<file path="src/rtl/fwd_scoreboard_pkg.sv">
// Shared pipeline definitions: operand forwarding source encoding used by the
// forwarding/scoreboard block and its consumers.
package fwd_scoreboard_pkg;

  localparam int SRC_W = 3;

  typedef enum logic [SRC_W-1:0] {
    FROM_ZERO     = 3'd0,
    FROM_RF       = 3'd1,
    FROM_ID_EX_ID = 3'd2,
    FROM_ALU_OUT  = 3'd3,
    FROM_WB       = 3'd4,
    FROM_HOLD     = 3'd5
  } forwarding_control_e;

endpackage

</file>
<file path="src/rtl/fwd_scoreboard_if.sv">
// Operand-read, producer and multi-cycle tracking signals between the pipeline
// (master) and the forwarding scoreboard (slave).
interface fwd_scoreboard_if #(
  parameter int NPORT = 2,
  parameter int DW    = 64,
  parameter int NREG  = 32
);
  localparam int AW = $clog2(NREG);

  logic [NPORT*AW-1:0] rs_addr;
  logic [NPORT*DW-1:0] rs_rf_data;
  logic                ex_valid;
  logic [AW-1:0]       ex_rd;
  logic [DW-1:0]       ex_data;
  logic                ex_is_load;
  logic                mem_valid;
  logic [AW-1:0]       mem_rd;
  logic [DW-1:0]       mem_data;
  logic                mem_ready;
  logic                wb_valid;
  logic [AW-1:0]       wb_rd;
  logic [DW-1:0]       wb_data;
  logic                mc_issue;
  logic [AW-1:0]       mc_rd;
  logic                mc_done;
  logic [AW-1:0]       mc_done_rd;
  logic                mc_kill;
  logic [NPORT*DW-1:0] rs_data;
  logic [NPORT*3-1:0]  rs_src;
  logic                stall;
  logic [AW:0]         busy_count;

  modport master (
    output rs_addr, rs_rf_data,
    output ex_valid, ex_rd, ex_data, ex_is_load,
    output mem_valid, mem_rd, mem_data, mem_ready,
    output wb_valid, wb_rd, wb_data,
    output mc_issue, mc_rd, mc_done, mc_done_rd, mc_kill,
    input  rs_data, rs_src, stall, busy_count
  );

  modport slave (
    input  rs_addr, rs_rf_data,
    input  ex_valid, ex_rd, ex_data, ex_is_load,
    input  mem_valid, mem_rd, mem_data, mem_ready,
    input  wb_valid, wb_rd, wb_data,
    input  mc_issue, mc_rd, mc_done, mc_done_rd, mc_kill,
    output rs_data, rs_src, stall, busy_count
  );

endinterface

</file>
<file path="src/rtl/fwd_port_sel.sv">
// Single read-port operand select: EX > MEM > WB > HOLD > RF, x0 reads as zero,
// with the per-port stall term for unready producers and busy multi-cycle targets.
module fwd_port_sel
  import fwd_scoreboard_pkg::*;
#(
  parameter int DW = 64,
  parameter int AW = 5
) (
  input  logic [AW-1:0]        addr,
  input  logic [DW-1:0]        rf_data,
  input  logic                 ex_valid,
  input  logic [AW-1:0]        ex_rd,
  input  logic [DW-1:0]        ex_data,
  input  logic                 ex_is_load,
  input  logic                 mem_valid,
  input  logic [AW-1:0]        mem_rd,
  input  logic [DW-1:0]        mem_data,
  input  logic                 mem_ready,
  input  logic                 wb_valid,
  input  logic [AW-1:0]        wb_rd,
  input  logic [DW-1:0]        wb_data,
  input  logic                 hold_valid,
  input  logic [AW-1:0]        hold_rd,
  input  logic [DW-1:0]        hold_data,
  input  logic                 sb_busy,
  output logic [DW-1:0]        data,
  output forwarding_control_e  src,
  output logic                 stall
);

  logic ex_hit, mem_hit, wb_hit, hold_hit;

  assign ex_hit   = ex_valid   && (ex_rd   == addr) && (ex_rd   != '0);
  assign mem_hit  = mem_valid  && (mem_rd  == addr) && (mem_rd  != '0);
  assign wb_hit   = wb_valid   && (wb_rd   == addr) && (wb_rd   != '0);
  assign hold_hit = hold_valid && (hold_rd == addr) && (hold_rd != '0);

  // A ready EX/MEM value is newer than any outstanding multi-cycle result, so only
  // the lower-priority sources defer to the scoreboard bit.
  always_comb begin
    data  = rf_data;
    src   = FROM_RF;
    stall = 1'b0;
    if (addr == '0) begin
      data = '0;
      src  = FROM_ZERO;
    end else if (ex_hit) begin
      data  = ex_data;
      src   = FROM_ID_EX_ID;
      stall = ex_is_load;
    end else if (mem_hit) begin
      data  = mem_data;
      src   = FROM_ALU_OUT;
      stall = !mem_ready;
    end else if (wb_hit) begin
      data  = wb_data;
      src   = FROM_WB;
      stall = sb_busy;
    end else if (hold_hit) begin
      data  = hold_data;
      src   = FROM_HOLD;
      stall = sb_busy;
    end else begin
      stall = sb_busy;
    end
  end

endmodule

</file>
<file path="src/rtl/fwd_scoreboard.sv">
// Operand forwarding network with a multi-cycle scoreboard and a one-entry HOLD
// register that covers the cycle after the register-file write.
module fwd_scoreboard
  import fwd_scoreboard_pkg::*;
#(
  parameter int NPORT = 2,
  parameter int DW    = 64,
  parameter int NREG  = 32
) (
  input  logic          clk,
  input  logic          reset,
  fwd_scoreboard_if.slave bus
);

  localparam int AW = $clog2(NREG);

  logic [NREG-1:0]     sb_q, sb_d;
  logic                hold_valid_q;
  logic [AW-1:0]       hold_rd_q;
  logic [DW-1:0]       hold_data_q;
  logic                wb_take;

  logic [DW-1:0]       port_data  [NPORT];
  forwarding_control_e port_src   [NPORT];
  logic [NPORT-1:0]    port_stall;

  function automatic logic [AW:0] popcount(input logic [NREG-1:0] v);
    logic [AW:0] c;
    c = '0;
    for (int i = 0; i < NREG; i++) c = c + {{AW{1'b0}}, v[i]};
    return c;
  endfunction

  // Kill first, then completion, then issue: a same-cycle issue always survives.
  always_comb begin
    sb_d = sb_q;
    if (bus.mc_kill) sb_d = '0;
    if (bus.mc_done) sb_d[bus.mc_done_rd] = 1'b0;
    if (bus.mc_issue && (bus.mc_rd != '0)) sb_d[bus.mc_rd] = 1'b1;
  end

  assign wb_take = bus.wb_valid && (bus.wb_rd != '0);

  always_ff @(posedge clk) begin
    if (reset) begin
      sb_q         <= '0;
      hold_valid_q <= 1'b0;
    end else begin
      sb_q         <= sb_d;
      hold_valid_q <= wb_take;
    end
  end

  always_ff @(posedge clk) begin
    if (wb_take) begin
      hold_rd_q   <= bus.wb_rd;
      hold_data_q <= bus.wb_data;
    end
  end

  for (genvar p = 0; p < NPORT; p++) begin : g_port
    fwd_port_sel #(.DW(DW), .AW(AW)) u_sel (
      .addr       (bus.rs_addr[p*AW +: AW]),
      .rf_data    (bus.rs_rf_data[p*DW +: DW]),
      .ex_valid   (bus.ex_valid),
      .ex_rd      (bus.ex_rd),
      .ex_data    (bus.ex_data),
      .ex_is_load (bus.ex_is_load),
      .mem_valid  (bus.mem_valid),
      .mem_rd     (bus.mem_rd),
      .mem_data   (bus.mem_data),
      .mem_ready  (bus.mem_ready),
      .wb_valid   (bus.wb_valid),
      .wb_rd      (bus.wb_rd),
      .wb_data    (bus.wb_data),
      .hold_valid (hold_valid_q),
      .hold_rd    (hold_rd_q),
      .hold_data  (hold_data_q),
      .sb_busy    (sb_q[bus.rs_addr[p*AW +: AW]]),
      .data       (port_data[p]),
      .src        (port_src[p]),
      .stall      (port_stall[p])
    );
  end

  always_comb begin
    bus.rs_data = '0;
    bus.rs_src  = '0;
    for (int p = 0; p < NPORT; p++) begin
      bus.rs_data[p*DW +: DW] = port_data[p];
      bus.rs_src[p*3 +: 3]    = port_src[p];
    end
  end

  assign bus.stall      = |port_stall;
  assign bus.busy_count = popcount(sb_q);

endmodule
</file>
<file path="src/flat_wrapper.sv">
// flat-port wrapper written by rule: the top's interface ports become plain ports
module fwd_scoreboard_flat import fwd_scoreboard_pkg::*;
#(
  parameter int NPORT = 2,
  parameter int DW    = 64,
  parameter int NREG  = 32
)
  (clk, reset, bus_rs_addr, bus_rs_rf_data, bus_ex_valid, bus_ex_rd, bus_ex_data, bus_ex_is_load, bus_mem_valid, bus_mem_rd, bus_mem_data, bus_mem_ready, bus_wb_valid, bus_wb_rd, bus_wb_data, bus_mc_issue, bus_mc_rd, bus_mc_done, bus_mc_done_rd, bus_mc_kill, bus_rs_data, bus_rs_src, bus_stall, bus_busy_count);
  fwd_scoreboard_if #(.NPORT(NPORT), .DW(DW), .NREG(NREG)) bus_i ();
  input  logic clk;
  input  logic reset;
  input wire logic [$bits(bus_i.rs_addr)-1:0] bus_rs_addr;
  input wire logic [$bits(bus_i.rs_rf_data)-1:0] bus_rs_rf_data;
  input wire logic [$bits(bus_i.ex_valid)-1:0] bus_ex_valid;
  input wire logic [$bits(bus_i.ex_rd)-1:0] bus_ex_rd;
  input wire logic [$bits(bus_i.ex_data)-1:0] bus_ex_data;
  input wire logic [$bits(bus_i.ex_is_load)-1:0] bus_ex_is_load;
  input wire logic [$bits(bus_i.mem_valid)-1:0] bus_mem_valid;
  input wire logic [$bits(bus_i.mem_rd)-1:0] bus_mem_rd;
  input wire logic [$bits(bus_i.mem_data)-1:0] bus_mem_data;
  input wire logic [$bits(bus_i.mem_ready)-1:0] bus_mem_ready;
  input wire logic [$bits(bus_i.wb_valid)-1:0] bus_wb_valid;
  input wire logic [$bits(bus_i.wb_rd)-1:0] bus_wb_rd;
  input wire logic [$bits(bus_i.wb_data)-1:0] bus_wb_data;
  input wire logic [$bits(bus_i.mc_issue)-1:0] bus_mc_issue;
  input wire logic [$bits(bus_i.mc_rd)-1:0] bus_mc_rd;
  input wire logic [$bits(bus_i.mc_done)-1:0] bus_mc_done;
  input wire logic [$bits(bus_i.mc_done_rd)-1:0] bus_mc_done_rd;
  input wire logic [$bits(bus_i.mc_kill)-1:0] bus_mc_kill;
  output wire logic [$bits(bus_i.rs_data)-1:0] bus_rs_data;
  output wire logic [$bits(bus_i.rs_src)-1:0] bus_rs_src;
  output wire logic [$bits(bus_i.stall)-1:0] bus_stall;
  output wire logic [$bits(bus_i.busy_count)-1:0] bus_busy_count;
  assign bus_i.rs_addr = bus_rs_addr;
  assign bus_i.rs_rf_data = bus_rs_rf_data;
  assign bus_i.ex_valid = bus_ex_valid;
  assign bus_i.ex_rd = bus_ex_rd;
  assign bus_i.ex_data = bus_ex_data;
  assign bus_i.ex_is_load = bus_ex_is_load;
  assign bus_i.mem_valid = bus_mem_valid;
  assign bus_i.mem_rd = bus_mem_rd;
  assign bus_i.mem_data = bus_mem_data;
  assign bus_i.mem_ready = bus_mem_ready;
  assign bus_i.wb_valid = bus_wb_valid;
  assign bus_i.wb_rd = bus_wb_rd;
  assign bus_i.wb_data = bus_wb_data;
  assign bus_i.mc_issue = bus_mc_issue;
  assign bus_i.mc_rd = bus_mc_rd;
  assign bus_i.mc_done = bus_mc_done;
  assign bus_i.mc_done_rd = bus_mc_done_rd;
  assign bus_i.mc_kill = bus_mc_kill;
  assign bus_rs_data = bus_i.rs_data;
  assign bus_rs_src = bus_i.rs_src;
  assign bus_stall = bus_i.stall;
  assign bus_busy_count = bus_i.busy_count;
  fwd_scoreboard #(.NPORT(NPORT), .DW(DW), .NREG(NREG)) u_core (.clk(clk), .reset(reset), .bus(bus_i));
endmodule
</file>
<file path="config.mk">
export PLATFORM = sky130hd
export DESIGN_NAME = fwd_scoreboard_flat
export DESIGN_NICKNAME = d
export VERILOG_FILES = /design/src/rtl/fwd_scoreboard_pkg.sv /design/src/rtl/fwd_scoreboard_if.sv /design/src/rtl/fwd_port_sel.sv /design/src/rtl/fwd_scoreboard.sv /design/src/flat_wrapper.sv
export SDC_FILE = /design/constraint.sdc
export NUM_CORES = 1
export LEC_CHECK = 0
export ABC_CLOCK_PERIOD_IN_PS = 15700
export CORE_AREA = 2 2 196 198
export CTS_BUF_LIST = sky130_fd_sc_hd__clkbuf_4 sky130_fd_sc_hd__clkbuf_8
export CTS_CLUSTER_SIZE = 12
export DETAILED_ROUTE_END_ITERATION = 7
export DIE_AREA = 0 0 198 200
export SYNTH_ARGS = -nofsm -noshare
export SYNTH_HDL_FRONTEND = slang
export SYNTH_HIERARCHICAL = 1
export SYNTH_SLANG_ARGS = --single-unit
</file>
<file path="constraint.sdc">
create_clock -name clk -period 15.7 [get_ports clk]
set_clock_uncertainty 0.15 [all_clocks]
set_input_delay 4.71 -clock clk [delete_from_list [all_inputs] [get_ports clk]]
set_output_delay 4.71 -clock clk [all_outputs]
set_load 0.005 [all_outputs]
</file>
==> impl_metrics.yaml, run 1 <==
clocking:
  root_buffer: "clkbuf_8"
  cts-resized-gates: 0
  clockBufferDepth: 2
  postCtsSetupBuffers: 0
  cts_max_level: 3
  clk_latency_ns: 0.42
  cts_hold_buf: 0
  cts_sinks: 102
  cts_made_buffers: 9
  path_clk_slew_ns: 0.13
  cts_tree: "yes"
cells_and_area:
  syn2layout_area_growth_pct: 44.2
  layout_common_cells: "clkdlybuf4s50_1, a31oi_1, inv_1"
  layout_commonest_cell: "clkdlybuf4s50_1"
  utilization_pct: 46.5
  multi_input_area_sq_um: 7880
  layout-drive-gt1-share_pct: 4.61
  nFillCells: 3722
  nets: 2298
  seq_area_sq_um: 2730
job:
  drv_cap: 0
drt:
  vias: 15400
  drt-total-wl_um: 70300
  via_per_inst: 6.30
  wl_per_cell_um: 28.8
  route.detailed.drc: 0
  drtIter0Drc: 1604
  postRouteAntennaNets: 0
  drtPass1Iterations: 6
die:
  coreArea_sq_um: 37400
  die_x_um: 198
  die_h_um: 200
  die_area_sq_um: 39600
  initial_core_util_pct: 32.3
  boundaryPins: 506
  row_count: 71
logic_synthesis:
  synth_area_sq_um: 12100
  synth_xor_area_share_pct: 2.98
  synth_top_family_by_area: "compound AO/OA/AOI/OAI gates"
  synth_seq_area_share_pct: 22.7
  synth-seq-cells: 102
  synth_mux_area_share_pct: 2.16
  synth-simple-area-share_pct: 20.0
  synth_fp_nets: 1943
  synth-compound-area-share_pct: 34.7
  netlist_instances: 1547
  ys_warn_count: 6
  synth_edf_count: 69
  syn_area_per_cell_sq_um: 7.80
  synth_ff_type: "edfxtp_1"
  synth_adder_area_share_pct: 4.71
  synthDistinctLibCells: 55
  async_flop_share_pct: 0
global_routing:
  overflow: 0
  antenna_found_initial: 22
  grt_pass1_wl_um: 100000
  grt_pass1_vias: 14900
  grt_use_total_pct: 33.8
  grt_max_degree: 68
timing:
  min_period_over_period_pct: 91.4
  setup_viol: 0
  min_period_ns: 14.35
  maxSlewViolCount: 0
  setup_tns_ns: 0
  max_freq_mhz: 69.7
  slew_headroom_pct: 19.1
  hold_viol: 0
  rsz0062_at_grt: "false"
  worst_slew_pin_slew_ns: 1.21
  fin_hold_ws_ns: 0.369
critical_path:
  cpLargestDelayFamily: "simple AND/OR/NAND/NOR gates"
  critical_path_class: "in -> out"
  endpoint_kind: "primary output"
  path_cells: "clkdlybuf4s50_1, or4_4, nor2_4, or3_2, o211ai_4, buf_4, o31ai_1, clkdlybuf4s50_1"
  rr_startpoint: "u_core/sb_q[4]"
  worst_path_max_delay_cell: "or3_2"
  startpoint_type: "primary input"
  slowest_delay_ns: 0.90
  crit_path_max_fanout: 43
  cp-startpoint: "bus_rs_addr[7]"
  cp_common_cell: "clkdlybuf4s50_1"
  critPathBufInv: 3
  critPathRequiredTime_ns: 10.84
  crit_arrival_ns: 9.49
placement:
  io_buffer_count: 505
  dpl.hpwl_um: 47900
  gp_congestion: 0.957
outcome:
  run_status: "complete, no violations"
worst_hold_path:
  worstHoldStart: "u_core/sb_q[28]"
  hp-class: "reg -> reg"
power_and_ir_drop:
  power.leakage_nw: 6.09
  powerDensity_nw_per_um2: 52.5
  ir_drop_mv: 0.0463
## power breakdown
part,switching [mW],internal [mW]
Sequential,0.0124,0.305
Clock,0.130,0.0656
Combinational,0.202,0.199
## layout make-up
| cell class | instances | area share (%) |
|---|---|---|
| well taps | 511 | 3.68 |
| flip-flops and latches | 102 | 15.7 |
| clock inverters | 7 | 0.453 |
| inverters | 163 | 3.52 |
| repair buffers | 533 | 30.3 |
| clock buffers | 9 | 0.712 |
| diodes | 25 | 0.360 |
| multi-input cells | 1093 | 45.3 |
## cells by family after synthesis
group                    Yosys count
XOR/XNOR                          41
buffers and inverters            352
AO/OA/AOI/OAI                    594
AND/OR/NAND/NOR                  401
flip-flops                       102
adder cells (fa/ha/maj)           31
multiplexers                      26
## stage by stage
| stage | area, sq um | setup slack [ns] | instances | power (mW) |
|---|---|---|---|---|
| after floorplan | 12100 | 4.40 | 1547 | 0.476 |
| after global placement | 17100 | 1.46 | 2402 | 0.716 |
| after detailed placement | 17100 | 1.37 | 2402 | 0.717 |
| after CTS | 17300 | 1.38 | 2418 | 0.916 |
| after global routing | 17400 | 1.27 | 2439 | 0.949 |
| final | 17400 | 1.35 | 2443 | 0.914 |
## worst register-to-register path, cell delays in order, from the launching register on
cell and delay (ns):
dfxtp_1 0.32, inv_1 0.19, a211oi_1 0.07, a21oi_1 0.15, nor2_1 0.06
## synthesized netlist by cell type, types with 33 or more instances
cell type,count,share of area [%]
a31oi_1,254,13
edfxtp_1,69,17
nor2_1,139,4.3
buf_2,49,2.0
a211oi_1,132,8.2
inv_1,163,5.1
xnor2_1,34,2.5
o31ai_1,126,7.8
dfxtp_1,33,5.5
nand2_1,54,1.7
nor4b_1,128,9.3
clkbuf_1,116,3.6
## per-layer routing
layer	GRT usage (%)	wire [um]	vias to the layer above	share of wire, %
li1	-	-	6686	-
met1	42.5	27300	7407	39
met2	54.5	32200	1072	46
met3	6.64	6880	222	9.8
met4	19.0	3970	2	5.6
met5	0	9	-	0.013
## flip-flops by register name, summed over array words and instances, names as in the netlist
| name | cells |
|---|---|
| u_core/hold_data_q | 64 |
| u_core/hold_rd_q | 5 |
| u_core/hold_valid_q | 1 |
| u_core/sb_q | 32 |
## path summary, 6_finish.rpt
kind	end	slack, ns	cells after the start
max	bus_rs_data[125]	1.35	8
min reg2reg	u_core/sb_q[28]	0.37	1
max reg2reg	u_core/sb_q[4]	14.64	4
min	u_core/sb_q[28]	0.37	1
Note: power is estimated with default switching activity, not from simulation.
==> inputs of run 2 (changes only) <==
- ABC_CLOCK_PERIOD_IN_PS: 15700 -> 12600
- CORE_AREA: 2 2 196 198 -> 2 2 197 199
- DIE_AREA: 0 0 198 200 -> 0 0 199 201
- PLACE_DENSITY: unset -> 0.65
- clock period: 15.7 -> 12.6 ns (I/O delays scaled with it)
==> impl_metrics.yaml, run 2 (synthesis gave the netlist of run 1 again) <==
drt:
  drt-total-wl_um: 68900
  drtIter0Drc: 2118
  route.detailed.drc: 0
  drtPass1Iterations: 5
  postRouteAntennaNets: 0
  via_per_inst: 6.36
  wl_per_cell_um: 28.1
  vias: 15600
clocking:
  cts_made_buffers: 9
  cts_max_level: 3
  clk_latency_ns: 0.41
  clockBufferDepth: 2
  postCtsSetupBuffers: 0
  cts-resized-gates: 0
  cts_hold_buf: 0
  path_clk_slew_ns: 0.12
  cts_tree: "yes"
  cts_sinks: 102
  root_buffer: "clkbuf_8"
global_routing:
  grt_pass1_vias: 15000
  antenna_found_initial: 15
  overflow: 0
  grt_max_degree: 65
  grt_use_total_pct: 33.1
  grt_pass1_wl_um: 101000
cells_and_area:
  largest_reg_flops: 64
  layout_common_cells: "clkdlybuf4s50_1, a31oi_1, inv_1"
  design_area_sq_um: 17600
  top_regs: "u_core/hold_data_q: 64 flops, u_core/sb_q: 32 flops, u_core/hold_rd_q: 5 flops"
  layout-drive-gt1-share_pct: 5.31
  utilization_pct: 46.1
  stdcell_count: 2455
  layout_commonest_cell: "clkdlybuf4s50_1"
  syn2layout_area_growth_pct: 45.6
  nets: 2312
  regMostFlops: "u_core/hold_data_q"
timing:
  hold_viol: 0
  setup_viol: 0
  slew_headroom_pct: 29.5
  worst_slew_pin_slew_ns: 1.06
  maxSlewViolCount: 0
  max_freq_mhz: 85.9
  min_period_ns: 11.64
  setup_tns_ns: 0
  min_period_over_period_pct: 92.4
  rsz0062_at_grt: "false"
critical_path:
  critPathBufInv: 4
  slowest_delay_ns: 0.66
  crit_path_max_fanout: 43
  startpoint_type: "primary input"
  critPathRequiredTime_ns: 8.67
  cpLargestDelayFamily: "buffers and inverters"
  worst_path_max_delay_cell: "or4_4"
  critical_path_class: "in -> out"
  crit_arrival_ns: 7.71
  endpoint_kind: "primary output"
  path_cells: "clkdlybuf4s50_1, or4_4, nor2_4, buf_4, or3_2, buf_12, nor2_1, o31ai_1, clkdlybuf4s50_1"
  cp_common_cell: "clkdlybuf4s50_1"
job:
  drv_cap: 0
power_and_ir_drop:
  power.leakage_nw: 6.17
  powerDensity_nw_per_um2: 64.8
  power.total_mw: 1.14
  ir_drop_mv: 0.0502
placement:
  io_buffer_count: 505
  dpl.hpwl_um: 46700
  place_area_sq_um: 17300
  numPlacedInstances: 2423
  gp_congestion: 1.01
die:
  initial_core_util_pct: 31.7
  die_x_um: 199
  die_area_sq_um: 40000
  die_h_um: 201
  row_count: 72
  boundaryPins: 506
  coreArea_sq_um: 38100
worst_hold_path:
  hp-class: "reg -> reg"
outcome:
  run_status: "complete, no violations"
[run 2: changes by cell type in the layout (fill, tap and decap cells not counted), sizes merged]
cell    before  now
buf         28   42
clkinv       1    2
diode       25   16
inv        169  168
[run 2: stage by stage]
stage               hold WS [ns]  setup WS (ns)
global route               0.418          0.826
finish                     0.383          0.957
floorplan                  0.287           3.16
CTS                        0.386          0.923
global placement           0.331          0.960
detailed placement         0.356          0.924
[run 2: final timing paths]
| kind | start | end | slack [ns] | cells after the start |
|---|---|---|---|---|
| worst max register to register | u_core/sb_q[4] | u_core/sb_q[4] | 11.51 | 4 |
| worst min register to register | u_core/sb_q[28] | u_core/sb_q[28] | 0.38 | 1 |
| worst min-delay path | u_core/sb_q[28] | u_core/sb_q[28] | 0.38 | 1 |
| worst max-delay path | bus_rs_addr[2] | bus_rs_data[41] | 0.96 | 9 |
[run 2: per-layer routing]
layer	track usage (%)	up-vias	routed length, um	part of all wire [%]
li1	-	6706	-	-
met4	16.6	0	3450	5.0
met3	9.29	229	8610	13
met5	0	-	0	0
met2	50.5	1315	30700	45
met1	42.8	7357	26100	38
[run 2: final cells by class]
class                           instances  area (sq um)
Sequential cell                       102          2730
Clock inverter                          7          83.8
Inverter                              163           612
Tap cell                              518           648
Clock buffer                            9           124
Fill cell                            3843         20500
Antenna cell                           16          40.0
Timing Repair Buffer                  547          5450
Multi-Input combinational cell       1093          7870
[run 2: report_power, final]
| part | switching, mW | internal (mW) |
|---|---|---|
| logic | 0.252 | 0.251 |
| registers | 0.0154 | 0.380 |
| clock network | 0.158 | 0.0812 |
| total | 0.426 | 0.712 |
